### src/rtl/dcache_lookup_ctrl.sv
// rtl/dcache_lookup_ctrl.sv - direct-mapped read cache lookup/fill controller with external valid-bit RAM
// Optional macro HIT_COUNTER_EN adds saturating hit_count/miss_count outputs.
module dcache_lookup_ctrl #(
    parameter int INDEX     = 3,
    parameter int CACHESIZE = 8,
    parameter int ADDR_W    = 8,
    parameter int DATA_W    = 8
) (
    input  logic              clk,
    input  logic              reset,
    input  logic              cpu_req,
    input  logic [ADDR_W-1:0] cpu_addr,
    input  logic              flush,
    output logic              cpu_ready,
    output logic [DATA_W-1:0] cpu_rdata,
    output logic [INDEX-1:0]  vr_addr,
    output logic              vr_write,
    output logic              vr_clear,
    input  logic              vr_valid,
    output logic              mem_req,
    output logic [ADDR_W-1:0] mem_addr,
    input  logic              mem_ack,
    input  logic [DATA_W-1:0] mem_rdata
`ifdef HIT_COUNTER_EN
    ,
    output logic [15:0]       hit_count,
    output logic [15:0]       miss_count
`endif
);

    localparam int TAG_W = ADDR_W - INDEX;

    typedef enum logic [2:0] {
        IDLE,
        LOOKUP,
        FILL,
        RESPOND,
        FLUSH
    } state_t;

    state_t            state;
    logic [ADDR_W-1:0] req_addr;
    logic [INDEX-1:0]  req_index;
    logic [TAG_W-1:0]  req_tag;
    logic              hit;
    logic              fill_done;

    logic [TAG_W-1:0]  tag_mem  [CACHESIZE];
    logic [DATA_W-1:0] data_mem [CACHESIZE];

    assign req_index = req_addr[INDEX-1:0];
    assign req_tag   = req_addr[ADDR_W-1:INDEX];
    assign hit       = vr_valid && (tag_mem[req_index] == req_tag);
    assign fill_done = (state == FILL) && mem_ack;

    // Arrays carry no reset: a line is only trusted once the valid-bit RAM says so.
    always_ff @(posedge clk) begin
        if (!reset && fill_done) begin
            tag_mem[req_index]  <= req_tag;
            data_mem[req_index] <= mem_rdata;
        end
    end

    always_ff @(posedge clk) begin
        if (reset) begin
            state     <= IDLE;
            req_addr  <= '0;
            cpu_ready <= 1'b0;
            cpu_rdata <= '0;
            vr_addr   <= '0;
            vr_write  <= 1'b0;
            vr_clear  <= 1'b0;
            mem_req   <= 1'b0;
            mem_addr  <= '0;
        end else begin
            cpu_ready <= 1'b0;
            vr_write  <= 1'b0;
            vr_clear  <= 1'b0;
            case (state)
                IDLE: begin
                    if (flush) begin
                        vr_clear <= 1'b1;
                        state    <= FLUSH;
                    end else if (cpu_req) begin
                        req_addr <= cpu_addr;
                        vr_addr  <= cpu_addr[INDEX-1:0];
                        state    <= LOOKUP;
                    end
                end
                LOOKUP: begin
                    if (hit) begin
                        cpu_rdata <= data_mem[req_index];
                        state     <= RESPOND;
                    end else begin
                        mem_req  <= 1'b1;
                        mem_addr <= req_addr;
                        state    <= FILL;
                    end
                end
                FILL: begin
                    if (mem_ack) begin
                        mem_req   <= 1'b0;
                        vr_write  <= 1'b1;
                        cpu_rdata <= mem_rdata;
                        state     <= RESPOND;
                    end
                end
                RESPOND: begin
                    cpu_ready <= 1'b1;
                    state     <= IDLE;
                end
                FLUSH: begin
                    state <= IDLE;
                end
                default: begin
                    state <= IDLE;
                end
            endcase
        end
    end

`ifdef HIT_COUNTER_EN
    // Counters survive flush; only reset clears them.
    always_ff @(posedge clk) begin
        if (reset) begin
            hit_count  <= '0;
            miss_count <= '0;
        end else if (state == LOOKUP) begin
            if (hit) begin
                if (hit_count != 16'hFFFF) hit_count <= hit_count + 16'd1;
            end else begin
                if (miss_count != 16'hFFFF) miss_count <= miss_count + 16'd1;
            end
        end
    end
`endif

endmodule

### config.mk
export PLATFORM = sky130hd
export DESIGN_NAME = dcache_lookup_ctrl
export DESIGN_NICKNAME = d
export VERILOG_FILES = /design/src/rtl/dcache_lookup_ctrl.sv
export SDC_FILE = /design/constraint.sdc
export NUM_CORES = 1
export LEC_CHECK = 0
export ABC_AREA = 0
export ABC_CLOCK_PERIOD_IN_PS = 3650
export CAP_MARGIN = 10
export CORE_ASPECT_RATIO = 0.6
export CORE_UTILIZATION = 30
export DETAILED_ROUTE_END_ITERATION = 6
export RECOVER_POWER = 100
export SLEW_MARGIN = 10
export SYNTH_ARGS = -nofsm -noshare
export SYNTH_HDL_FRONTEND = slang
export SYNTH_SLANG_ARGS = --single-unit
export TNS_END_PERCENT = 100
### constraint.sdc
create_clock -name clk -period 3.65 [get_ports clk]
set_input_delay 0.5475 -clock clk [delete_from_list [all_inputs] [get_ports clk]]
set_output_delay 0.5475 -clock clk [all_outputs]
set_load 0.02 [all_outputs]
==> results.txt <==
The flow ran to the end, but the final reports show violations. The final reports fail on capacitance limit, slew limit. The number of max-cap violations came out at 1. Summed over all failing endpoints, the final setup total negative slack is 0 ns. The number of buffers inserted by post-CTS setup repair came out at 0. The time the final worst path needs with I/O delays and setup is 2.869 ns. At the pin with the least slew margin, the transition time is around 1.8 ns. The layout filler cell count came out at between 1.5k and 2k. The count of endpoints failing hold in the final timing report is 0. The biggest cell delay along the critical path is 0.77 ns. The static leakage came out at 2.357 nW. The tree is rooted in a clkbuf_16.

The startpoint identified for the worst hold timing path is mem_addr[0]. The number of H-tree branching levels came out at 4. The hold buffer count at cts is 0. The number of resized instances in the post-cts repair step came out at 0. In the synthesized netlist the dominant register cell turns out to be edfxtp_1. Data on the critical path arrives at its endpoint at 3.16 ns.

The total CTS buffers is 17. The via count of the routed design is 2930. The worst endpoint required time is 3.94 ns. The number of diodes added for antenna fixing came out at 0. The number of cells on the worst reg-to-reg path is 6. At the later pin of the worst-skew pair, clock insertion delay measures 0.41 ns. The largest individual stage delay along the critical path comes from the cell dfxtp_1. The cell depth of the worst min-delay path is 2. The I/O pin count came out at 45. The clock sink count came out at 138. The worst setup path is launched from a flip-flop.

The share of synthesized registers carrying an async set or reset is 0%. Averaged over all synthesized cells, the footprint is ~17 um^2. The synthesized netlist occupies a cell area of 5542 um^2. The worst supply voltage drop on vdd is 0.2766 mV. The number of antenna violations at the first check in global routing is 0. The height of the die is between 100 and 150 um. The routed via count divided by cell count came out at 4.571.

The number of warnings reported in the yosys synthesis log is 0. The maximum number of pins on one net before global-route repair came out at 46. Setup violations remaining at the end of the flow were counted as 0. The synthesized netlist contains 32 unique library cells.

On the final layout, the worst clock skew is between 0.01 and 0.015 ns. The ratio of total power to cell area is approximately 550 nW/um^2. The tightest hold margin came out at approximately 0.47 ns.

Traced cell by cell, the critical path runs through mux2i_1 -> mux4_2 -> xor2_2 -> nand4_1 -> o31a_1 -> mux2_1. In the final routed layout, each cell accounts on average for 17.52 um. The critical path in this run is classified as flip-flop to flip-flop. The number of enable-type register cells in the synthesized netlist came out at 104. The post-detailed-routing wire length is 11.23 mm.

For this run, the post-layout net count is between 400 and 500. The category of cells accounting for the largest share of critical-path delay is multiplexers. The top achievable clock speed is 0.3485 GHz.

Port buffering added 44 buffers. The starting density of the core is 30.67%. The final weighted congestion of routability-driven global placement came out at between 0.7 and 0.8. The area growth from synthesis to layout is 23.12%. The number of nets handed over by synthesis was between 300 and 400. The iteration count of the initial detailed-routing pass came out at 4. The layout cell share with drive strength beyond 1 is 15.21%. The count of state elements after synthesis is 138.

Summed over all layers, the global routing overflow is 0. The sequential-to-total area share from yosys stat is approximately two thirds. Across every metal layer, demand over resource in global routing totals 12.59%. The endpoint identified for the worst register-to-register timing path is cpu_rdata[2]. For hold timing, the worst endpoint is mem_addr[0]. The site row count came out at 38. The residual DRC count came out at 0. The worst slew slack as a fraction of its limit came out at -16.74%. The number of global-route vias before repair came out at 2957. The post-route antenna net violation count came out at 0. The clock transition at the registers of the reported paths is 0.06 ns. The die covers approximately 19000 um^2.

The maximum count of clock buffers along a single path came out at 2. For this block, the initial DRC count from the detailed router was 180. The critical path capture point type is a flip-flop. The worst hold path belongs to the class flip-flop to flip-flop. Measured along the x axis, the die boundary spans 177.5 um. The TritonCTS clock tree is yes. Setup repair after global routing left no endpoint under its margin.

The top fanout value on the critical path came out at 12. The global-route wire length before repair is 17.13 mm. The core outline area is about 18000 um^2. After technology mapping, the gate count stands at 331.

The number of max-slew violations in the final report is 46. In this run the register-to-register setup slack is between 0.7 and 0.8 ns. The detailed-placement wirelength estimate is around 7 mm. The share of the cycle needed by the critical path after routing is 78.61%. Counting both buffers and inverters, the worst setup path holds a total of 0.
layout make-up:
cell class | count | area (um^2) | area share, %
clock buffers | 27 | 609.3 | 8.931
clock inverters | 5 | 36.28 | 0.5318
inverters | 2 | 7.507 | 0.1100
multi-input cells | 172 | 1560 | 22.87
flip-flops and latches | 138 | 3805 | 55.77
well taps | 240 | 300.3 | 4.401
repair buffers | 57 | 504.2 | 7.390
tightest hold or removal path, cell delays in order (launching register included):
cell,delay [ns]
dfxtp_1,0.31
nand2b_1,0.06
mux2i_1,0.05
cell families after synthesis:
kind of cell | share of synthesized area, %
buffers and inverters | 2.642
xor gates and xnor gates | 1.061
muxes | 18.65
DFF | 68.64
AOI/OAI and AO/OA | 1.648
and+or+nand+nor | 7.361
flip-flops by register name, summed over array words and instances (netlist names), named ones only:
name / count
data_mem: 64
tag_mem: 40
cpu_rdata: 8
mem_addr: 8
req_addr: 6
state: 3
vr_addr: 2
cpu_ready: 1
mem_req: 1
vr_clear: 1
vr_write: 1
through the flow:
step | area (um^2) | cells | setup slack (ns) | power, mW | utilization (%)
finish | 6823 | 641 | 0.7808 | 3.737 | 37.76
global route | 6823 | 641 | 0.6093 | 3.863 | 37.76
CTS | 6903 | 641 | 0.7753 | 3.777 | 38.21
detailed placement | 6257 | 609 | 0.8138 | 1.995 | 34.63
global placement | 6257 | 609 | 0.8537 | 1.988 | 34.63
floorplan | 5542 | 331 | 1.198 | 1.913 | -
synthesized netlist by cell type, types with 2 or more instances:
library cell | instances | area share [%]
nor2_1 | 35 | 2.4
nor3_1 | 4 | 0.36
mux2i_1 | 44 | 7.9
buf_4 | 5 | 0.68
mux4_2 | 21 | 8.5
inv_1 | 2 | 0.14
dfxtp_1 | 34 | 12
clkbuf_1 | 6 | 0.41
buf_6 | 4 | 0.81
nor4bb_1 | 2 | 0.36
nor2b_1 | 8 | 0.90
xor2_2 | 2 | 0.59
xor2_1 | 3 | 0.47
a21oi_1 | 10 | 0.90
nand2_1 | 5 | 0.34
mux2_4 | 8 | 2.2
edfxtp_1 | 104 | 56
buf_2 | 2 | 0.18
nand2b_1 | 19 | 2.1
worst max-delay path by stage:
stage,startpoint,endpoint,slack (ns),cells after the start
final,flip-flop,cpu_rdata[2],0.78,6
after floorplan,reset,data_mem[0][0],1.20,4
after CTS,flip-flop,cpu_rdata[2],0.78,6
after detailed placement,flip-flop,cpu_rdata[2],0.81,6
after global placement,flip-flop,cpu_rdata[3],0.85,6
after global routing,flip-flop,cpu_rdata[2],0.61,6
cell usage in the layout (no fill, tap or decap):
cell	synthesis	final
dfxtp_1	34	33
nand2b_1	19	19
nand2_1	5	5
buf_4	5	4
and4b_1	1	1
o21ai_0	1	1
o21a_1	1	1
nor4bb_1	2	2
clkinvlp_4	0	1
o31a_1	1	1
xor2_2	2	2
clkinv_4	0	2
o221a_2	1	1
clkbuf_16	0	22
xor2_1	3	3
clkinv_2	0	1
and3_1	1	1
nand3b_1	1	1
dlygate4sd3_1	0	32
nor3b_1	1	1
nor2_1	35	35
clkdlybuf4s50_1	0	12
clkbuf_1	6	10
inv_1	2	2
nor2b_1	8	8
edfxtp_1	104	104
nand4_1	0	1
nor3_2	0	1
clkbuf_8	0	4
dfxtp_2	0	1
mux2_1	0	8
mux4_2	21	21
mux2i_1	44	44
inv_4	0	1
a21oi_1	10	10
nand3_1	1	1
nor3_1	4	3
a2bb2oi_1	1	1
per-layer routing:
layer  GRT usage (%)  wire length (um)  vias to the layer above
met4           3.480                83                        0
met2           18.58              5062                       65
met1           17.87              5463                     1486
li1                -                 -                     1368
met3           3.743               618                       11
met5               0                 0                        -
report_power, final:
part / total, mW / switching [mW] / leakage, nW / internal (mW)
clock network: 1.79 / 0.640 / 0.318 / 1.15
registers: 1.74 / 0.0322 / 1.26 / 1.71
logic: 0.211 / 0.106 / 0.783 / 0.105
Power figures use the tool's default switching activity.
